==> src/rtl/truth_table_sweeper_pkg.sv <==
// Shared definitions for the truth-table sweeper: FSM state encoding and defaults.
package sweep_pkg;

  localparam int DEF_N_IN   = 3;
  localparam int DEF_SETTLE = 2;

  typedef enum logic [1:0] {
    IDLE   = 2'd0,
    APPLY  = 2'd1,
    SAMPLE = 2'd2,
    DONE   = 2'd3
  } state_t;

endpackage

==> src/rtl/truth_table_sweeper_settle_timer.sv <==
// Loadable down-counter that measures how long a pattern is held before sampling.
// Load sets the count to SETTLE-1; zero flags that the hold time has elapsed.
module settle_timer #(
  parameter int SETTLE = 2
) (
  input  logic i_clk,
  input  logic i_rst,
  input  logic i_load,
  input  logic i_en,
  output logic o_zero
);

  localparam int CW = $clog2(SETTLE) + 1;

  logic [CW-1:0] r_cnt;

  // Count down while enabled; a load always wins so a new pattern restarts the hold.
  always_ff @(posedge i_clk) begin
    if (i_rst) begin
      r_cnt <= '0;
    end else if (i_load) begin
      r_cnt <= CW'(SETTLE - 1);
    end else if (i_en && (r_cnt != '0)) begin
      r_cnt <= r_cnt - CW'(1);
    end
  end

  assign o_zero = (r_cnt == '0);

endmodule

==> src/rtl/truth_table_sweeper.sv <==
// Sweeps a small combinational circuit through every input pattern, captures the
// response per pattern and compares the captured truth table to a latched expected one.
module truth_table_sweeper
  import sweep_pkg::*;
#(
  parameter int N_IN   = DEF_N_IN,
  parameter int SETTLE = DEF_SETTLE
) (
  input  logic                 i_clk,
  input  logic                 i_rst,
  input  logic                 i_start,
  input  logic [2**N_IN-1:0]   i_expected,
  input  logic                 i_y_in,
  output logic [N_IN-1:0]      o_stim,
  output logic                 o_busy,
  output logic                 o_done,
  output logic                 o_pass,
  output logic [2**N_IN-1:0]   o_table_out,
  output logic [2**N_IN-1:0]   o_mismatch
);

  localparam int NP = 2**N_IN;

  state_t          r_state;
  logic [N_IN:0]   r_idx;
  logic [NP-1:0]   r_table;
  logic [NP-1:0]   r_exp;
  logic            r_busy;
  logic            r_done;

  logic            w_accept;
  logic            w_last;
  logic            w_load;
  logic            w_en;
  logic            w_zero;

  // A start is only honoured when no sweep is running.
  assign w_accept = i_start && ((r_state == IDLE) || (r_state == DONE));
  // Termination is an explicit compare on the last pattern; the counter never wraps.
  assign w_last   = (r_idx == (N_IN+1)'(NP - 1));
  assign w_load   = w_accept || ((r_state == SAMPLE) && !w_last);
  assign w_en     = (r_state == APPLY);

  settle_timer #(
    .SETTLE (SETTLE)
  ) u_settle (
    .i_clk  (i_clk),
    .i_rst  (i_rst),
    .i_load (w_load),
    .i_en   (w_en),
    .o_zero (w_zero)
  );

  // Sweep sequencer: steps the pattern, holds it SETTLE cycles, then captures y_in.
  always_ff @(posedge i_clk) begin
    if (i_rst) begin
      r_state <= IDLE;
      r_idx   <= '0;
      r_table <= '0;
      r_exp   <= '0;
      r_busy  <= 1'b0;
      r_done  <= 1'b0;
    end else begin
      case (r_state)
        IDLE, DONE: begin
          if (w_accept) begin
            r_exp   <= i_expected;
            r_idx   <= '0;
            r_table <= '0;
            r_done  <= 1'b0;
            r_busy  <= 1'b1;
            r_state <= APPLY;
          end
        end
        APPLY: begin
          if (w_zero) r_state <= SAMPLE;
        end
        SAMPLE: begin
          r_table[r_idx[N_IN-1:0]] <= i_y_in;
          if (w_last) begin
            r_busy  <= 1'b0;
            r_done  <= 1'b1;
            r_state <= DONE;
          end else begin
            r_idx   <= r_idx + (N_IN+1)'(1);
            r_state <= APPLY;
          end
        end
        default: begin
          r_state <= IDLE;
        end
      endcase
    end
  end

  // The pattern counter doubles as the stimulus, so DONE keeps driving the last pattern.
  assign o_stim      = r_idx[N_IN-1:0];
  assign o_busy      = r_busy;
  assign o_done      = r_done;
  assign o_table_out = r_table;
  assign o_pass      = r_done && (r_table == r_exp);
  assign o_mismatch  = r_done ? (r_table ^ r_exp) : '0;

endmodule

==> config.mk <==
export PLATFORM = sky130hd
export DESIGN_NAME = truth_table_sweeper
export DESIGN_NICKNAME = d
export VERILOG_FILES = /design/src/rtl/truth_table_sweeper_pkg.sv /design/src/rtl/truth_table_sweeper_settle_timer.sv /design/src/rtl/truth_table_sweeper.sv
export SDC_FILE = /design/constraint.sdc
export NUM_CORES = 1
export LEC_CHECK = 0
export ABC_AREA = 1
export CAP_MARGIN = 20
export CORE_ASPECT_RATIO = 1.2
export CORE_MARGIN = 2
export CORE_UTILIZATION = 35
export CTS_CLUSTER_DIAMETER = 60
export CTS_CLUSTER_SIZE = 30
export DETAILED_ROUTE_END_ITERATION = 10
export PLACE_DENSITY = 0.61
export SLEW_MARGIN = 10
export SYNTH_ARGS = -nofsm -noshare
export SYNTH_HDL_FRONTEND = slang
export SYNTH_HIERARCHICAL = 1
export SYNTH_SLANG_ARGS = --single-unit
export TNS_END_PERCENT = 20
==> constraint.sdc <==
create_clock -name i_clk -period 1.47 [get_ports i_clk]
set_input_delay 0.294 -clock i_clk [delete_from_list [all_inputs] [get_ports i_clk]]
set_output_delay 0.294 -clock i_clk [all_outputs]
set_load 0.03 [all_outputs]
==> results of run 1 <==
## per-layer routing
layer | track usage | part of all wire | up-vias
met2 | 0.281 | 0.50 | 27
met1 | 0.172 | 0.44 | 631
met3 | 0.0299 | 0.032 | 6
met4 | 0.0966 | 0.023 | 0
li1 | - | - | 790
met5 | 0 | 0 | -
## worst paths after layout
path                               start                           to  slack [ps]  depth (start not counted)
min          o_table_out[1]$_SDFFE_PP0P_  o_table_out[1]$_SDFFE_PP0P_         480                          2
max                r_exp[3]$_SDFFE_PP0P_                       o_pass         -80                          5
max reg2reg      r_state[0]$_SDFFE_PP0P_        r_exp[0]$_SDFFE_PP0P_         110                          7
min reg2reg  o_table_out[1]$_SDFFE_PP0P_  o_table_out[1]$_SDFFE_PP0P_         480                          2
## cells by family after synthesis
family | after synthesis
adder cells (fa/ha/maj) | 5
AND/OR/NAND/NOR | 116
XOR/XNOR | 7
flip-flops | 26
buffers and inverters | 36
AO/OA/AOI/OAI | 32
## power groups by stage
stage | registers [uW] | clock network, uW | logic (uW)
3_5_place_dp | 839 | 0 | 707
3_3_place_gp | 837 | 0 | 700
2_1_floorplan | 849 | 0 | 494
6_report | 834 | 464 | 787
4_1_cts | 823 | 492 | 708
5_1_grt | 842 | 522 | 900
## what timing repair did
action / 4_1_cts / 5_1_grt
setup endpoints to repair: 25 / 32
gates resized for setup: 18 / 32
pin swaps: 0 / 9
setup buffers: 0 / 6
## cells in the final DEF, fill, tap and decap left out, types with 3 or more instances in the layout
| cell | instances |
|---|---|
| nand2_1 | 48 |
| nor2_1 | 34 |
| buf_4 | 28 |
| inv_1 | 21 |
| nand3_1 | 17 |
| dfxtp_1 | 17 |
| a21oi_1 | 14 |
| clkdlybuf4s50_1 | 11 |
| nand2_2 | 10 |
| o21ai_0 | 8 |
| dlygate4sd2_1 | 8 |
| a21oi_2 | 6 |
| dfxtp_2 | 6 |
| buf_6 | 6 |
| o21ai_1 | 4 |
| ha_1 | 4 |
| clkbuf_8 | 4 |
| nor2_2 | 3 |
| xnor2_2 | 3 |
| dfxtp_4 | 3 |
## final cells by class
cell class / instances / area, um^2 / share of cell area
multi-input cells: 160 / 861 / 0.407
inverters: 25 / 98.8 / 0.0467
repair buffers: 56 / 493 / 0.233
well taps: 54 / 67.6 / 0.0320
clock buffers: 4 / 55.1 / 0.0260
flip-flops and latches: 26 / 539 / 0.255
## cells in the mapped netlist (3+ instances only)
cell type,count
a21oi_1,15
a21oi_2,5
buf_2,3
buf_4,4
dfxtp_1,26
ha_1,5
inv_1,23
nand2_1,52
nand2_2,6
nand3_1,17
nor2_1,37
o21ai_0,12
xnor2_1,3
xor2_1,4
## sequential cells by signal, indices dropped and copies added, names as in the netlist
name            cells
o_done              1
r_exp               8
o_table_out         8
u_settle/r_cnt      2
r_state             2
r_idx               4
o_busy              1
## per-stage QoR
stage	power, uW	hold WS (ps)	area, um^2
global route	2260	518	2110
global placement	1540	455	1920
finish	2080	483	2110
detailed placement	1550	472	1920
floorplan	1340	356	1490
CTS	2020	485	1980
## worst register-to-register path: stages, from the launching register on
cell,delay (ps)
dfxtp_2,330
inv_1,80
ha_4,300
nand2_2,80
buf_6,140
clkbuf_2,140
o21ai_1,140
nor2_1,50
==> results by group, run 1 <==
Power and ir drop
  – Reg power frac: 0.400
  – Int Power: 1370 uW
  – Combinational share of power: 0.377
  – Sw Pwr: approximately 700 uW
  – VDD IR max: between 0.0005 and 0.0006 V
  – Clk pwr share: 0.223
  – Leakage: 0.000916 uW
  – Pwr per Cell Area: just under 1000 mW/mm^2
  – Sw frac: 0.341

Synth
  – Synth Area in Adders: 0.0423
  – Most used DFF post-synth: dfxtp_1
  – Top area cells in the synthesized netlist: dfxtp_1 35%, nand2_1 13%, nor2_1 9.4%, inv_1 5.8%, nand3_1 5.8%
  – Synth async-reset ratio: 0
  – Synth cell types: 21
  – Mapped cell area: 0.00148 mm^2
  – Syn nets: 239
  – Syn Area/Cell: approximately 6.7 um^2
  – Compound-cell area share of the yosys netlist: 0.121
  – Synth top area share: 0.352
  – Multiplexer share of the synthesized area: 0
  – FF+latch count, synth: 26
  – Simple-gate share of the synthesized area: 0.329
  – Cells after Synth: between 200 and 250
  – Xor/xnor share of the synthesized area: 0.0415
  – Synth warn: 6
  – Post-synth EDFFs: 0
  – Register area share after synthesis: 0.352
  – Main combinational cell family by area after synthesis: simple AND/OR/NAND/NOR gates
  – Leading area contributor after synthesis: dfxtp_1

Place
  – Placed Cells: approximately 320
  – GPL Wtd Cong: between 0.8 and 0.9
  – Dpl hpwl: 2.67 mm
  – I/O Buffers: 33
  – Setup WS pre-CTS: -13.4 ps

STA
  – Slew @ Worst Pin: 360 ps
  – Fmax: between 0.6 and 0.7 GHz
  – Setup violations, final: 2
  – Period utilisation layout: 1.06
  – Total negative slack: -103 ps
  – RSZ-0062 raised after global routing: yes
  – Final Slew Violations: 0
  – Clock skew: around 3.1 ps
  – Min Clock Period, post-route: around 1600 ps
  – Final Hold Viols: 0
  – Slew HR: 0.760
  – Slack of the critical path: -83.2 ps

Clocking
  – Hold buffers post-CTS: 0
  – CTS max path bufs: 2
  – Worst skew pair latency: between 200 and 300 ps
  – Clk root buf: clkbuf_8
  – CTS tree: done
  – Clock sinks: 26
  – CTS H-tree lvls: 1
  – CTS buffer count: 3
  – Worst-path clk slew: around 90 ps

Critical path
  – Crit-path leading delay family: flip-flops
  – CP max-delay cell: dfxtp_2
  – Critical-path maximum fanout: 2
  – Cell breakdown of the critical path: xor2_2 > nor2_1 > nand3_1 > nor2_2 > buf_6
  – Crit start category: flop
  – CP Capture Type: output port
  – Critical Path AT: approximately 1300 ps
  – Critical path's largest stage delay: 340 ps
  – Worst EP required: between 1000 and 1500 ps
  – WP buf/inv: 1
  – WS Path Type: reg2out

Drt
  – DR DRC count: 0
  – 1st-pass router iterations: 4
  – Drt wl/cell: roughly 11 um
  – Antenna-violating nets left: 0
  – DR vias: around 1500
  – Routed Wire Length: 3.53 mm
  – Vias/cell: 4.47
  – Iteration-0 DRC count of the detailed router: 54

Final layout
  – Util after Layout: 0.528
  – Area grow syn2layout: 43.0%
  – Ant. Diodes: 0
  – Fill cells: ~440
  – Layout cells sized above 1: 0.292
  – Net count, final: just under 300
  – Post-Layout Cell Count: 325

GRT
  – GRT overflow: 0
  – First-pass GRT wire length: about 5.8 mm
  – Largest net degree at the start of global routing: 15
  – Initial antenna violation count: 0
  – Vias in the first global route: about 1400
  – Total track usage: 0.156

Flow run
  – Max-cap viol count: 0

Die
  – Die Y: between 70 and 80 um
  – Chip width: 63.3 um
  – Core Area: around 0.004 mm^2
  – Num ports: 34
  – Row count: 25
  – Initial cell density of the core: 0.369
  – Area of the die: roughly 0.0048 mm^2

Run status
  – Outcome: complete, but fails checks
  – Failing checks: setup timing

Worst hold path
  – Hold Path Class: reg2reg
(Power assumes the default switching activity.)
==> inputs of run 2 (changes only) <==
--- a/config.mk
+++ b/config.mk
@@ -7,13 +7,15 @@
 export LEC_CHECK = 0
 export ABC_AREA = 1
 export CAP_MARGIN = 20
+export CELL_PAD_IN_SITES_DETAIL_PLACEMENT = 0
+export CELL_PAD_IN_SITES_GLOBAL_PLACEMENT = 1
 export CORE_ASPECT_RATIO = 1.2
 export CORE_MARGIN = 2
-export CORE_UTILIZATION = 35
+export CORE_UTILIZATION = 31
 export CTS_CLUSTER_DIAMETER = 60
 export CTS_CLUSTER_SIZE = 30
 export DETAILED_ROUTE_END_ITERATION = 10
-export PLACE_DENSITY = 0.61
+export PLACE_DENSITY = 0.74
 export SLEW_MARGIN = 10
 export SYNTH_ARGS = -nofsm -noshare
 export SYNTH_HDL_FRONTEND = slang
==> run 2 against run 1 <==
  * The run still ends with setup timing left
  * Hold slack improved by 6.3 ps
  * Via count fell by 2.0%
  * Design area fell by 0.30%
  * First-iteration DRC count fell by 56%
  * Total power rose by 4.3%
  * Utilization fell by 6.9 points
  * Routed wire length rose by 1.1%
  * Sequential share of layout area rose by 0.25 points
  * Final cell count did not move
  * Clock power rose by 28%
  * Flip-flop and latch count did not move
  * Critical path depth did not move
==> results by group, run 2 (synthesized netlist as in run 1, its figures left out) <==
Clocking
  – Clock sinks: 26
  – CTS H-tree lvls: 1
  – Worst skew pair latency: ~270 ps
  – CTS tree: done
  – Clk root buf: clkbuf_8
  – Worst-path clk slew: 90 ps
  – CTS max path bufs: 2
  – CTS buffer count: 3

GRT
  – Total track usage: 0.151
  – Vias in the first global route: 1450
  – First-pass GRT wire length: 6.37 mm
  – Initial antenna violation count: 0
  – Largest net degree at the start of global routing: 16
  – GRT overflow: 0

Final layout
  – Commonest cells after routing, fill and taps aside: 48 x nand2_1, 32 x nor2_1, 27 x buf_4
  – Design Area, Final: 0.00211 mm^2
  – Ant. Diodes: 0
  – Area grow syn2layout: 42.6%
  – Commonest non-fill, non-tap cell in the layout: nand2_1
  – Layout cells sized above 1: 0.303
  – Net count, final: about 290
  – Fill cells: between 400 and 500

STA
  – Total negative slack: -80.2 ps
  – Final Slew Violations: 0
  – RSZ-0062 raised after global routing: yes
  – Period utilisation layout: 1.05
  – Clock skew: around 5.5 ps
  – Slew @ Worst Pin: about 350 ps
  – Setup violations, final: 1
  – Hold_ws: slightly below 500 ps
  – Min Clock Period, post-route: around 1600 ps
  – Slack of the critical path: -80.2 ps
  – Slew HR: 0.764
  – Final Hold Viols: 0
  – Fmax: 0.645 GHz

Die
  – Die Y: between 70 and 80 um
  – Area of the die: roughly 0.0053 mm^2
  – Core Area: roughly 0.0046 mm^2
  – Row count: 27
  – Num ports: 34
  – Initial cell density of the core: 0.322
  – Chip width: roughly 67 um

Critical path
  – Critical-path maximum fanout: 2
  – Worst EP required: about 1200 ps
  – Crit start category: flop
  – CP Capture Type: output port
  – WS Path Type: reg2out
  – Critical Path AT: approximately 1300 ps

Power and ir drop
  – Reg power frac: 0.384
  – Sw frac: 0.321
  – Pwr per Cell Area: between 1000 and 1500 mW/mm^2
  – Int Power: about 1500 uW
  – VDD IR max: 0.000536 V
  – Leakage: slightly above 0.0009 uW
  – Sw Pwr: 699 uW
  – Combinational share of power: 0.344
  – Clk pwr share: 0.272

Drt
  – DR DRC count: 0
  – Routed Wire Length: 3.57 mm
  – 1st-pass router iterations: 4
  – Vias/cell: 4.38
  – Drt wl/cell: between 10 and 15 um
  – Antenna-violating nets left: 0
  – Iteration-0 DRC count of the detailed router: 24
  – DR vias: 1425

Place
  – GPL Wtd Cong: ~0.75
  – Dpl hpwl: ~2.8 mm
  – Post-DP Area: about 0.0019 mm^2
  – I/O Buffers: 33

Flow run
  – Max-cap viol count: 0

Run status
  – Failing checks: setup timing
  – Outcome: complete, but fails checks

Worst hold path
  – Hold Path Class: reg2reg
## run 2: metal layers
| metal | GRT usage | vias up | share of wire |
|---|---|---|---|
| li1 | - | 784 | - |
| met1 | 0.180 | 617 | 0.43 |
| met2 | 0.285 | 22 | 0.53 |
| met3 | 0.0127 | 2 | 0.034 |
| met4 | 0.0367 | 0 | 0.0067 |
| met5 | 0 | - | 0 |
## run 2: timing repair
| action | CTS | global route |
|---|---|---|
| pin swaps | 5 | 7 |
| hold buffers | 0 | 0 |
| resized for setup | 27 | 23 |
| buffers inserted | 2 | 1 |
| gates cloned | 0 | 0 |
| setup endpoints to repair | 33 | 33 |
## run 2: through the flow
stage | setup slack [ps] | utilization | instances | power, uW
2_1_floorplan | -108 | - | 222 | 1340
3_3_place_gp | -7.71 | 0.417 | 318 | 1550
3_5_place_dp | -18.2 | 0.417 | 318 | 1550
4_1_cts | -148 | 0.443 | 324 | 2170
5_1_grt | -162 | 0.459 | 325 | 2330
6_report | -80.2 | 0.459 | 325 | 2180
## run 2: worst paths after layout
path	slack, ps	from	cells after the start	end
max reg2reg	130	r_state[0]$_SDFFE_PP0P_	9	r_idx[3]$_SDFFE_PP0P_
max	-80	o_table_out[7]$_SDFFE_PP0P_	5	o_pass
min	490	o_table_out[5]$_SDFFE_PP0P_	2	o_table_out[5]$_SDFFE_PP0P_
min reg2reg	490	o_table_out[5]$_SDFFE_PP0P_	2	o_table_out[5]$_SDFFE_PP0P_
## run 2: cell type report
class / instances / area (um^2) / area share
multi-input combinational: 160 / 871 / 0.413
sequential: 26 / 543 / 0.258
timing repair buffer: 52 / 455 / 0.216
inverter: 25 / 95.1 / 0.0451
tap: 58 / 72.6 / 0.0344
clock buffer: 3 / 41.3 / 0.0196
clock inverter: 1 / 30.0 / 0.0142
## run 2: critical path, stage by stage, from the launching register on
cell and delay (ps):
dfxtp_1 320, buf_4 140, xnor2_2 150, nand3_1 120
nor2_2 130, buf_6 130
## run 2: power groups by stage
| stage | sequential [uW] | combinational, uW | clock, uW |
|---|---|---|---|
| 6_report | 836 | 747 | 592 |
| 5_1_grt | 849 | 844 | 642 |
| 4_1_cts | 830 | 720 | 616 |
| 3_5_place_dp | 840 | 712 | 0 |
| 3_3_place_gp | 840 | 710 | 0 |
| 2_1_floorplan | 849 | 494 | 0 |
